**config.mk**
```make
export PLATFORM = sky130hd
export DESIGN_NAME = top_level_backward
export DESIGN_NICKNAME = d
export VERILOG_FILES = /design/src/rtl/vae_bwd_pkg.sv /design/src/rtl/top_level_backward_qmul.sv /design/src/rtl/top_level_backward.sv
export SDC_FILE = /design/constraint.sdc
export NUM_CORES = 2
export LEC_CHECK = 0
export ABC_CLOCK_PERIOD_IN_PS = 164600
export CORE_AREA = 2 2 488 490
export CTS_BUF_LIST = sky130_fd_sc_hd__clkbuf_8
export DETAILED_ROUTE_END_ITERATION = 6
export DIE_AREA = 0 0 490 492
export MAX_ROUTING_LAYER = met4
export PLACE_DENSITY = 0.59
export SLEW_MARGIN = 20
export SYNTH_ARGS = -nofsm -noshare
export SYNTH_HDL_FRONTEND = slang
export SYNTH_HIERARCHICAL = 1
export SYNTH_SLANG_ARGS = --single-unit
```
**constraint.sdc**
```tcl
create_clock -name clk -period 164.6 [get_ports clk]
set_input_delay 24.69 -clock clk [delete_from_list [all_inputs] [get_ports clk]]
set_output_delay 24.69 -clock clk [all_outputs]
set_load 0.03 [all_outputs]
```
**src/rtl/vae_bwd_pkg.sv**
```systemverilog
// ============================================================================
// Module  : vae_bwd_pkg
// Brief   : Shared Q8.8 constants, FSM states and saturation helpers for the
//           VAE decoder backward/SGD engine.
// Revision: 1.0 - initial release
// ============================================================================
`default_nettype none

package vae_bwd_pkg;

    localparam int                 FRAC_BITS = 8;
    localparam logic signed [15:0] Q_ONE     = 16'sh0100;
    localparam logic signed [15:0] Q_MAX     = 16'sh7FFF;
    localparam logic signed [15:0] Q_MIN     = 16'sh8000;
    localparam logic signed [15:0] Q_CLIP    = 16'sh0100;
    localparam logic signed [15:0] Q_NCLIP   = 16'shFF00;

    localparam int N_OUT = 9;
    localparam int N_LAT = 2;

    typedef enum logic [2:0] {
        IDLE  = 3'd0,
        LOAD  = 3'd1,
        DELTA = 3'd2,
        WGRAD = 3'd3,
        DONE  = 3'd4
    } state_t;

    function automatic logic signed [15:0] sat17(input logic signed [16:0] v);
        if (v > 17'sd32767)
            return Q_MAX;
        else if (v < -17'sd32768)
            return Q_MIN;
        else
            return v[15:0];
    endfunction

    function automatic logic signed [15:0] add_sat(input logic signed [15:0] a,
                                                   input logic signed [15:0] b);
        logic signed [16:0] v;
        v = {a[15], a} + {b[15], b};
        return sat17(v);
    endfunction

    function automatic logic signed [15:0] sub_sat(input logic signed [15:0] a,
                                                   input logic signed [15:0] b);
        logic signed [16:0] v;
        v = {a[15], a} - {b[15], b};
        return sat17(v);
    endfunction

    function automatic logic signed [15:0] clip_q(input logic signed [15:0] v);
        if (v > Q_CLIP)
            return Q_CLIP;
        else if (v < Q_NCLIP)
            return Q_NCLIP;
        else
            return v;
    endfunction

endpackage

`default_nettype wire

```
**src/rtl/top_level_backward_qmul.sv**
```systemverilog
// ============================================================================
// Module  : qmul_sat
// Brief   : Combinational signed Q8.8 multiply, arithmetic shift, saturation.
// Revision: 1.0 - initial release
// ============================================================================
`default_nettype none

module qmul_sat
    import vae_bwd_pkg::*;
(
    input  logic signed [15:0] i_a,
    input  logic signed [15:0] i_b,
    output logic signed [15:0] o_p
);

    logic signed [31:0] w_prod;
    logic signed [31:0] w_shr;

    assign w_prod = i_a * i_b;
    assign w_shr  = w_prod >>> FRAC_BITS;

    always_comb begin
        o_p = w_shr[15:0];
        if (w_shr > 32'sd32767)
            o_p = Q_MAX;
        else if (w_shr < -32'sd32768)
            o_p = Q_MIN;
    end

endmodule

`default_nettype wire

```
**src/rtl/top_level_backward.sv**
```systemverilog
// ============================================================================
// Module  : top_level_backward
// Brief   : Sequential backward pass + SGD update for the VAE decoder layer
//           (2 latents -> 9 sigmoid outputs). Optional macro GRAD_CLIP_EN
//           clamps deltas and weight gradients to +/-1.0.
// Revision: 1.0 - initial release
// ============================================================================
`default_nettype none

module top_level_backward
    import vae_bwd_pkg::*;
(
    input  logic                      clk,
    input  logic                      rst,
    input  logic                      start,
    input  logic [16*N_OUT-1:0]       x_bus,
    input  logic [16*N_OUT-1:0]       out_bus,
    input  logic [16*N_LAT-1:0]       a2_bus,
    input  logic [16*N_OUT*N_LAT-1:0] w_bus,
    input  logic [16*N_OUT-1:0]       b_bus,
    input  logic [15:0]               lr,
    output logic                      busy,
    output logic                      done,
    output logic [16*N_OUT*N_LAT-1:0] w_new_bus,
    output logic [16*N_OUT-1:0]       b_new_bus,
    output logic [16*N_LAT-1:0]       dlat_bus
);

    state_t r_state;
    state_t w_state_nxt;

    logic [3:0] r_i;
    logic       r_j;

    logic signed [15:0] r_x     [0:N_OUT-1];
    logic signed [15:0] r_out   [0:N_OUT-1];
    logic signed [15:0] r_b     [0:N_OUT-1];
    logic signed [15:0] r_delta [0:N_OUT-1];
    logic signed [15:0] r_b_wk  [0:N_OUT-1];
    logic signed [15:0] r_w     [0:2*N_OUT-1];
    logic signed [15:0] r_w_wk  [0:2*N_OUT-1];
    logic signed [15:0] r_a2    [0:N_LAT-1];
    logic signed [15:0] r_acc   [0:N_LAT-1];
    logic signed [15:0] r_lr;

    logic [16*N_OUT*N_LAT-1:0] r_w_new;
    logic [16*N_OUT-1:0]       r_b_new;
    logic [16*N_LAT-1:0]       r_dlat;

    logic [4:0]         w_k;
    logic               w_last_delta;
    logic               w_last;
    logic signed [15:0] w_delta_raw;
    logic signed [15:0] w_delta;
    logic signed [15:0] w_dcur;
    logic signed [15:0] w_dw_raw;
    logic signed [15:0] w_dw;
    logic signed [15:0] w_lr_op;
    logic signed [15:0] w_lr_prod;
    logic signed [15:0] w_g;
    logic signed [15:0] w_b_nxt;
    logic signed [15:0] w_w_nxt;
    logic signed [15:0] w_acc_nxt;

    // Flat weight index: w_bus order w11,w12,w21,... gives k = 2*i + j.
    assign w_k          = {r_i, r_j};
    assign w_last_delta = (r_i == 4'(N_OUT - 1));
    assign w_last       = w_last_delta && r_j;

    assign w_delta_raw = sub_sat(r_out[r_i], r_x[r_i]);
    assign w_dcur      = r_delta[r_i];

`ifdef GRAD_CLIP_EN
    assign w_delta = clip_q(w_delta_raw);
    assign w_dw    = clip_q(w_dw_raw);
`else
    assign w_delta = w_delta_raw;
    assign w_dw    = w_dw_raw;
`endif

    // The lr multiplier serves the bias update in DELTA and the weight update in WGRAD.
    assign w_lr_op = (r_state == DELTA) ? w_delta : w_dw;

    qmul_sat u_mul_dw (
        .i_a (w_dcur),
        .i_b (r_a2[r_j]),
        .o_p (w_dw_raw)
    );

    qmul_sat u_mul_lr (
        .i_a (r_lr),
        .i_b (w_lr_op),
        .o_p (w_lr_prod)
    );

    qmul_sat u_mul_g (
        .i_a (w_dcur),
        .i_b (r_w[w_k]),
        .o_p (w_g)
    );

    assign w_b_nxt   = sub_sat(r_b[r_i], w_lr_prod);
    assign w_w_nxt   = sub_sat(r_w[w_k], w_lr_prod);
    assign w_acc_nxt = add_sat(r_acc[r_j], w_g);

    always_comb begin
        w_state_nxt = r_state;
        case (r_state)
            IDLE:    if (start) w_state_nxt = LOAD;
            LOAD:    w_state_nxt = DELTA;
            DELTA:   if (w_last_delta) w_state_nxt = WGRAD;
            WGRAD:   if (w_last) w_state_nxt = DONE;
            DONE:    w_state_nxt = IDLE;
            default: w_state_nxt = IDLE;
        endcase
    end

    always_ff @(posedge clk) begin
        if (rst) begin
            r_state <= IDLE;
            r_i     <= 4'd0;
            r_j     <= 1'b0;
            r_acc   <= '{default: '0};
            r_w_new <= '0;
            r_b_new <= '0;
            r_dlat  <= '0;
        end else begin
            r_state <= w_state_nxt;
            case (r_state)
                LOAD: begin
                    r_i   <= 4'd0;
                    r_j   <= 1'b0;
                    r_acc <= '{default: '0};
                end
                DELTA: begin
                    r_i <= w_last_delta ? 4'd0 : r_i + 4'd1;
                    r_j <= 1'b0;
                end
                WGRAD: begin
                    r_acc[r_j] <= w_acc_nxt;
                    r_j        <= ~r_j;
                    if (r_j)
                        r_i <= r_i + 4'd1;
                    // Publish on the final step, merging the values computed this cycle.
                    if (w_last) begin
                        for (int n = 0; n < 2*N_OUT - 1; n++)
                            r_w_new[16*n +: 16] <= r_w_wk[n];
                        r_w_new[16*(2*N_OUT-1) +: 16] <= w_w_nxt;
                        for (int n = 0; n < N_OUT; n++)
                            r_b_new[16*n +: 16] <= r_b_wk[n];
                        r_dlat[15:0]  <= r_acc[0];
                        r_dlat[31:16] <= w_acc_nxt;
                    end
                end
                default: ;
            endcase
        end
    end

    always_ff @(posedge clk) begin
        if (r_state == IDLE && start) begin
            for (int n = 0; n < N_OUT; n++) begin
                r_x[n]   <= x_bus[16*n +: 16];
                r_out[n] <= out_bus[16*n +: 16];
                r_b[n]   <= b_bus[16*n +: 16];
            end
            for (int n = 0; n < 2*N_OUT; n++)
                r_w[n] <= w_bus[16*n +: 16];
            for (int n = 0; n < N_LAT; n++)
                r_a2[n] <= a2_bus[16*n +: 16];
            r_lr <= lr;
        end
        if (r_state == DELTA) begin
            r_delta[r_i] <= w_delta;
            r_b_wk[r_i]  <= w_b_nxt;
        end
        if (r_state == WGRAD)
            r_w_wk[w_k] <= w_w_nxt;
    end

    assign busy      = (r_state == LOAD) || (r_state == DELTA) || (r_state == WGRAD);
    assign done      = (r_state == DONE);
    assign w_new_bus = r_w_new;
    assign b_new_bus = r_b_new;
    assign dlat_bus  = r_dlat;

endmodule

`default_nettype wire
```
Yosys cells after proc, flatten, opt, wreduce, memory -nomap -nowiden. Memories as Yosys holds them, arrays and structs flattened. A register that Yosys moved wholly into a read port is not among the register bits. Cells that the tools add are included.

Flip-flop bits (word level): 376. Bits in latches: 0. RAM bits: 1328. Bits in read-only memories: 0. Bits of input ports: 771. Output and inout bits: 466. Logic and storage cells: 110. Memories: 8.

$add $sub $neg: 5. $mul: 3. Divide/modulo/power cells: 0. $lt $le $gt $ge: 16. Eq/ne operators: 9. Shift operators: 0. Multiplexer cells: 46. Bitwise gates (word level): 2. Reduce and logical (&&, ||, !) cells: 13.

Memories: r_w (words 18, width 16, read ports 1, clocked after memory_dff 0, write ports 18, RTL line top_level_backward.sv:40) `logic signed [15:0] r_w [0:2*N_OUT-1];`; r_w_wk (words 18, width 16, read ports 17, clocked after memory_dff 17, write ports 1, RTL line top_level_backward.sv:41) `logic signed [15:0] r_w_wk [0:2*N_OUT-1];`; r_b (words 9, width 16, read ports 1, clocked after memory_dff 1, write ports 9, RTL line top_level_backward.sv:37) `logic signed [15:0] r_b [0:N_OUT-1];`; r_b_wk (words 9, width 16, read ports 9, clocked after memory_dff 9, write ports 1, RTL line top_level_backward.sv:39) `logic signed [15:0] r_b_wk [0:N_OUT-1];`; r_delta (words 9, width 16, read ports 1, clocked after memory_dff 1, write ports 1, RTL line top_level_backward.sv:38) `logic signed [15:0] r_delta [0:N_OUT-1];`; r_out (words 9, width 16, read ports 1, clocked after memory_dff 1, write ports 9, RTL line top_level_backward.sv:36) `logic signed [15:0] r_out [0:N_OUT-1];`; +2 memories.

Operators with widths (number): 16-bit 2-to-1 mux (19); 16-bit by 16-bit multiplier with 32-bit output (3); 24-bit by 16-bit > comparator with 1-bit output (second input constant) (3); 24-bit by 16-bit less-than comparator with 1-bit output (second input constant) (3); 17-bit by 16-bit > comparator with 1-bit output (second input constant) (4); 17-bit by 16-bit less-than comparator with 1-bit output (second input constant) (4); 32-bit one-hot mux with 2 select lines (1); 16-bit by 16-bit subtractor with 17-bit output (3); 4-bit 2-to-1 mux (10); 32-bit bitwise mux (1); 16-bit by 16-bit adder with 17-bit output (1); 16-bit demux with 1-bit select (1); 3-bit one-hot mux with 4 select lines (1); 4-bit one-hot mux with 3 select lines (1); 3-bit 2-to-1 mux (3); 1-bit 2-to-1 mux (8); 2-bit inequality test (second input constant) (4); 3-bit by 2-bit equality test with 1-bit output (second input constant) (2); 4-bit by 1-bit adder with 4-bit output (second input constant) (1); 4-bit equality test (second input constant) (1); 2-bit AND reduction (2); 2-bit nonzero test (2); 3-bit by 1-bit equality test with 1-bit output (second input constant) (1); 3-bit equality test (second input constant) (1); 11 further kinds (14).

Longest topological paths before layout.
Depth after elaboration: 13. Depth in mapped cells: 71. Mapped depth without buffers: 64.

Cells and area by module. Netlist, hierarchy kept.

Modules (own cells, without submodules): top_level_backward (times used 1, cells an instance 4636, area each 68132.8 um^2, seq. area each 50068.0 um^2); qmul_sat (u_mul_dw) (times used 1, cells an instance 1147, area each 10113.4 um^2, seq. area each 0.0 um^2); qmul_sat (u_mul_g) (times used 1, cells an instance 1123, area each 10095.9 um^2, seq. area each 0.0 um^2); qmul_sat (u_mul_lr) (times used 1, cells an instance 1102, area each 9917.0 um^2, seq. area each 0.0 um^2).

Worst setup path after synthesis. Ideal clock, no wire load.

Kind: input port to flip-flop. Start point: input port start. End point: memory r_a2[0][0] (enable). Library setup time: 4.043 ns. Data arrival time: 101.132 ns. Required time: 160.557 ns. Slack: 59.425 ns. Stages on the path: 1. Path buffers: 0. Cells stage by stage: nor4b_1.

RTL lines: start, declared (RTL line top_level_backward.sv:15) `input logic start,`; end, declared (RTL line top_level_backward.sv:42) `logic signed [15:0] r_a2 [0:N_LAT-1];`.

==> results.cfg <==
[die]
dieHeight_um = 492
fp.dieArea_um2 = 241000
start_util = 0.416
core_um2 = 236000
io_pins = 1237
num_rows = 179
fp.dieW_um = 490

[layout]
final_area_um2 = 120000
final_nets = 11183
drive_gt1_frac = 0.0965
area_growth_pct = 22.5

[status]
outcome = finished, final reports clean

[timing]
min_period_over_period = 0.170
tns_ns = 0
fmax_mhz = 35.7
rsz0062_at_grt = no
slew_violations = 0
tightest_slew_ns = 1.46
period_needed_ns = 28.02
slew_headroom = 0.0281
finalSetupViolations = 0
fin_skew_ns = 0.169
hold_viol = 0

[global_route]
grt_overflow = 0
antenna_found_initial = 31
grt_pass1_wl_um = 456000
grt_pass1_vias = 67347
grt_start_max_net_pins = 228
track_usage = 0.265

[clock_tree]
ctsHoldBuffers = 0
clock_path_buffers = 4
cts.sinks = 1837
clock_latency_ns = 1.11
cts-resized-gates = 0
htreeDepth = 5
tritoncts = yes
post-cts-setup-buffers = 0
cts-root-buf = clkbuf_8
clkSlewWorstSetupHoldPaths_ns = 0.06
cts-buffers-inserted = 324

[synth]
ys_ff_latch = 1837
synthCells = 8008
yosysTopAreaCellShare = 0.406
synth-edff-count = 1328
ys_top_cells_by_area = edfxtp_1 (41%), fa_1 (16%), dfxtp_1 (10%)
ys_types = 107
avgSynthCellArea_um2 = 12.3
synth_simple_gate_area_frac = 0.0960
mappedNetlistArea_um2 = 98300
synth_compound_area_frac = 0.0675
ys_warn_count = 278
synth_xor_area_frac = 0.0136
synth_top_family_by_area = adder cells
synth_nets = 9871
yosys.area.top_type = edfxtp_1
synthFlopType = edfxtp_1
synthArstFlopShare = 0
synthAdderAreaFrac = 0.200
synth_seq_area_share = 0.510
synthMuxAreaShare = 0.0598

[critical_path]
end_kind = flip-flop
critPathMaxFanout = 61
start_kind = input port
cp.arrival_ns = 28.67
criticalPathCategory = in -> reg
crit_required_ns = 165.25
r2r_cells = 59

[detailed_routing]
via_per_inst = 5.16
ant_nets = 0
drt_iter0_drc = 4945
drt_wl_total_um = 314000
detail_route.wl_per_cell_um = 24.6
vias = 65770
drc_errors = 0
dr.pass1.iters = 6
highest_layer = met4
wl_met2_um = 156000
met1_length_um = 124000
wl_met3_um = 19800

[min_path]
hold_depth = 2
min_path_type = reg -> reg

[placed_design]
placed_area_um2 = 114000
portBuffers = 1236
hpwl_um = 234000
finalWeightedCongestion = 0.914

[run]
cap_violations = 0
[layout make-up]
type,count,area (um^2)
tap,3167,3960
antenna,20,50.0
fill,20716,116000
timing repair buffer,1349,13300
clock inverter,208,1190
sequential,1837,50100
clock buffer,351,4830
inverter,996,3740
multi-input combinational,4812,43200
[per-layer routing]
layer / vias up / GRT usage
li1: 29588 / -
met1: 33414 / 0.318
met2: 2292 / 0.440
met3: 476 / 0.0497
met4: 0 / 0.107
met5: - / -
[placed cells by master (no fill, tap or decap), drive strengths merged, types with 19 or more instances in the layout]
cell type,Yosys,final
diode,0,20
mux2,73,73
a21oi,614,614
xnor2,98,98
mux4,192,192
a22oi,35,35
a22o,28,28
inv,996,1107
nand4,25,25
nor3,30,30
clkdlybuf4s50,0,1235
a21o,59,59
ha,305,305
buf,96,114
clkinv,0,79
and2,369,369
clkbuf,267,351
fa,787,787
nand2b,41,41
xor2,53,53
nand3,22,22
nor2,151,151
edfxtp,1328,1328
a211oi,19,19
dfxtp,509,509
o21ai,212,212
mux2i,73,73
nand2,1419,1419
[metrics by stage]
step	util	hold WS, ns	setup slack (ns)	instances
2_1_floorplan	-	0.419	59.42	8008
3_3_place_gp	0.483	0.429	135.55	12159
3_5_place_dp	0.483	0.436	135.45	12159
4_1_cts	0.509	0.436	136.56	12718
5_1_grt	0.509	0.449	136.38	12740
6_report	0.509	0.438	136.58	12740
[worst paths after layout]
check	startpoint	end	slack, ns
worst max-delay path	start	r_w[10][11]$_DFFE_PP_	136.58
worst min-delay path	r_b_wk[2][7]$_DFFE_PP_	b_new_bus[39]$_SDFFE_PP0P_	0.44
worst max register to register	flip-flop	r_w_wk[3][2]$_DFFE_PP_	143.86
worst min register to register	r_b_wk[2][7]$_DFFE_PP_	b_new_bus[39]$_SDFFE_PP0P_	0.44
[cells in the mapped netlist, types with 15 or more instances]
library cell  number
a21o_1            58
nand4_1           24
mux2_2            73
xor2_1            53
inv_1            995
a22oi_1           34
a211oi_1          15
nor3_1            28
fa_1             787
buf_1             30
mux4_2           192
edfxtp_1        1328
nand3_1           22
nand2b_1          41
o21ai_0          185
xnor2_1           96
nand2_1         1418
a21oi_1          598
buf_2             57
clkbuf_1         266
and2_1           367
a21oi_2           15
ha_1             305
mux2i_1           73
nor2_1           151
a22o_1            28
dfxtp_1          509
o21ai_1           15
[state kept, by name, summed over array words and instances (netlist names), 144 cells and up, named ones only]
| signal | cells |
|---|---|
| w_new_bus | 288 |
| r_w_wk | 272 |
| r_x | 144 |
| r_out | 144 |
| r_b | 144 |
| r_b_wk | 144 |
| b_new_bus | 144 |
| r_delta | 144 |
| r_w | 288 |
[logic make-up (layout without fill, tap and decap cells)]
group                      Yosys count  count (layout)
and+or+nand+nor                   2126            2126
DFF                               1837            1837
buffers and inverters             1359            2904
adders and majority gates         1103            1103
AOI/OAI and AO/OA                 1094            1094
muxes                              338             338
xor gates and xnor gates           151             151
other                                0              20
[critical path: stages]
cell and delay [ns]:
clkdlybuf4s50_1 0.56, nor4b_2 0.28, buf_4 0.63, buf_4 0.73
buf_4 0.74, buf_4 0.54, buf_16 0.31
Power is not shown: default switching activity piles up to over one toggle a cycle in this logic, so the estimate is an artifact.
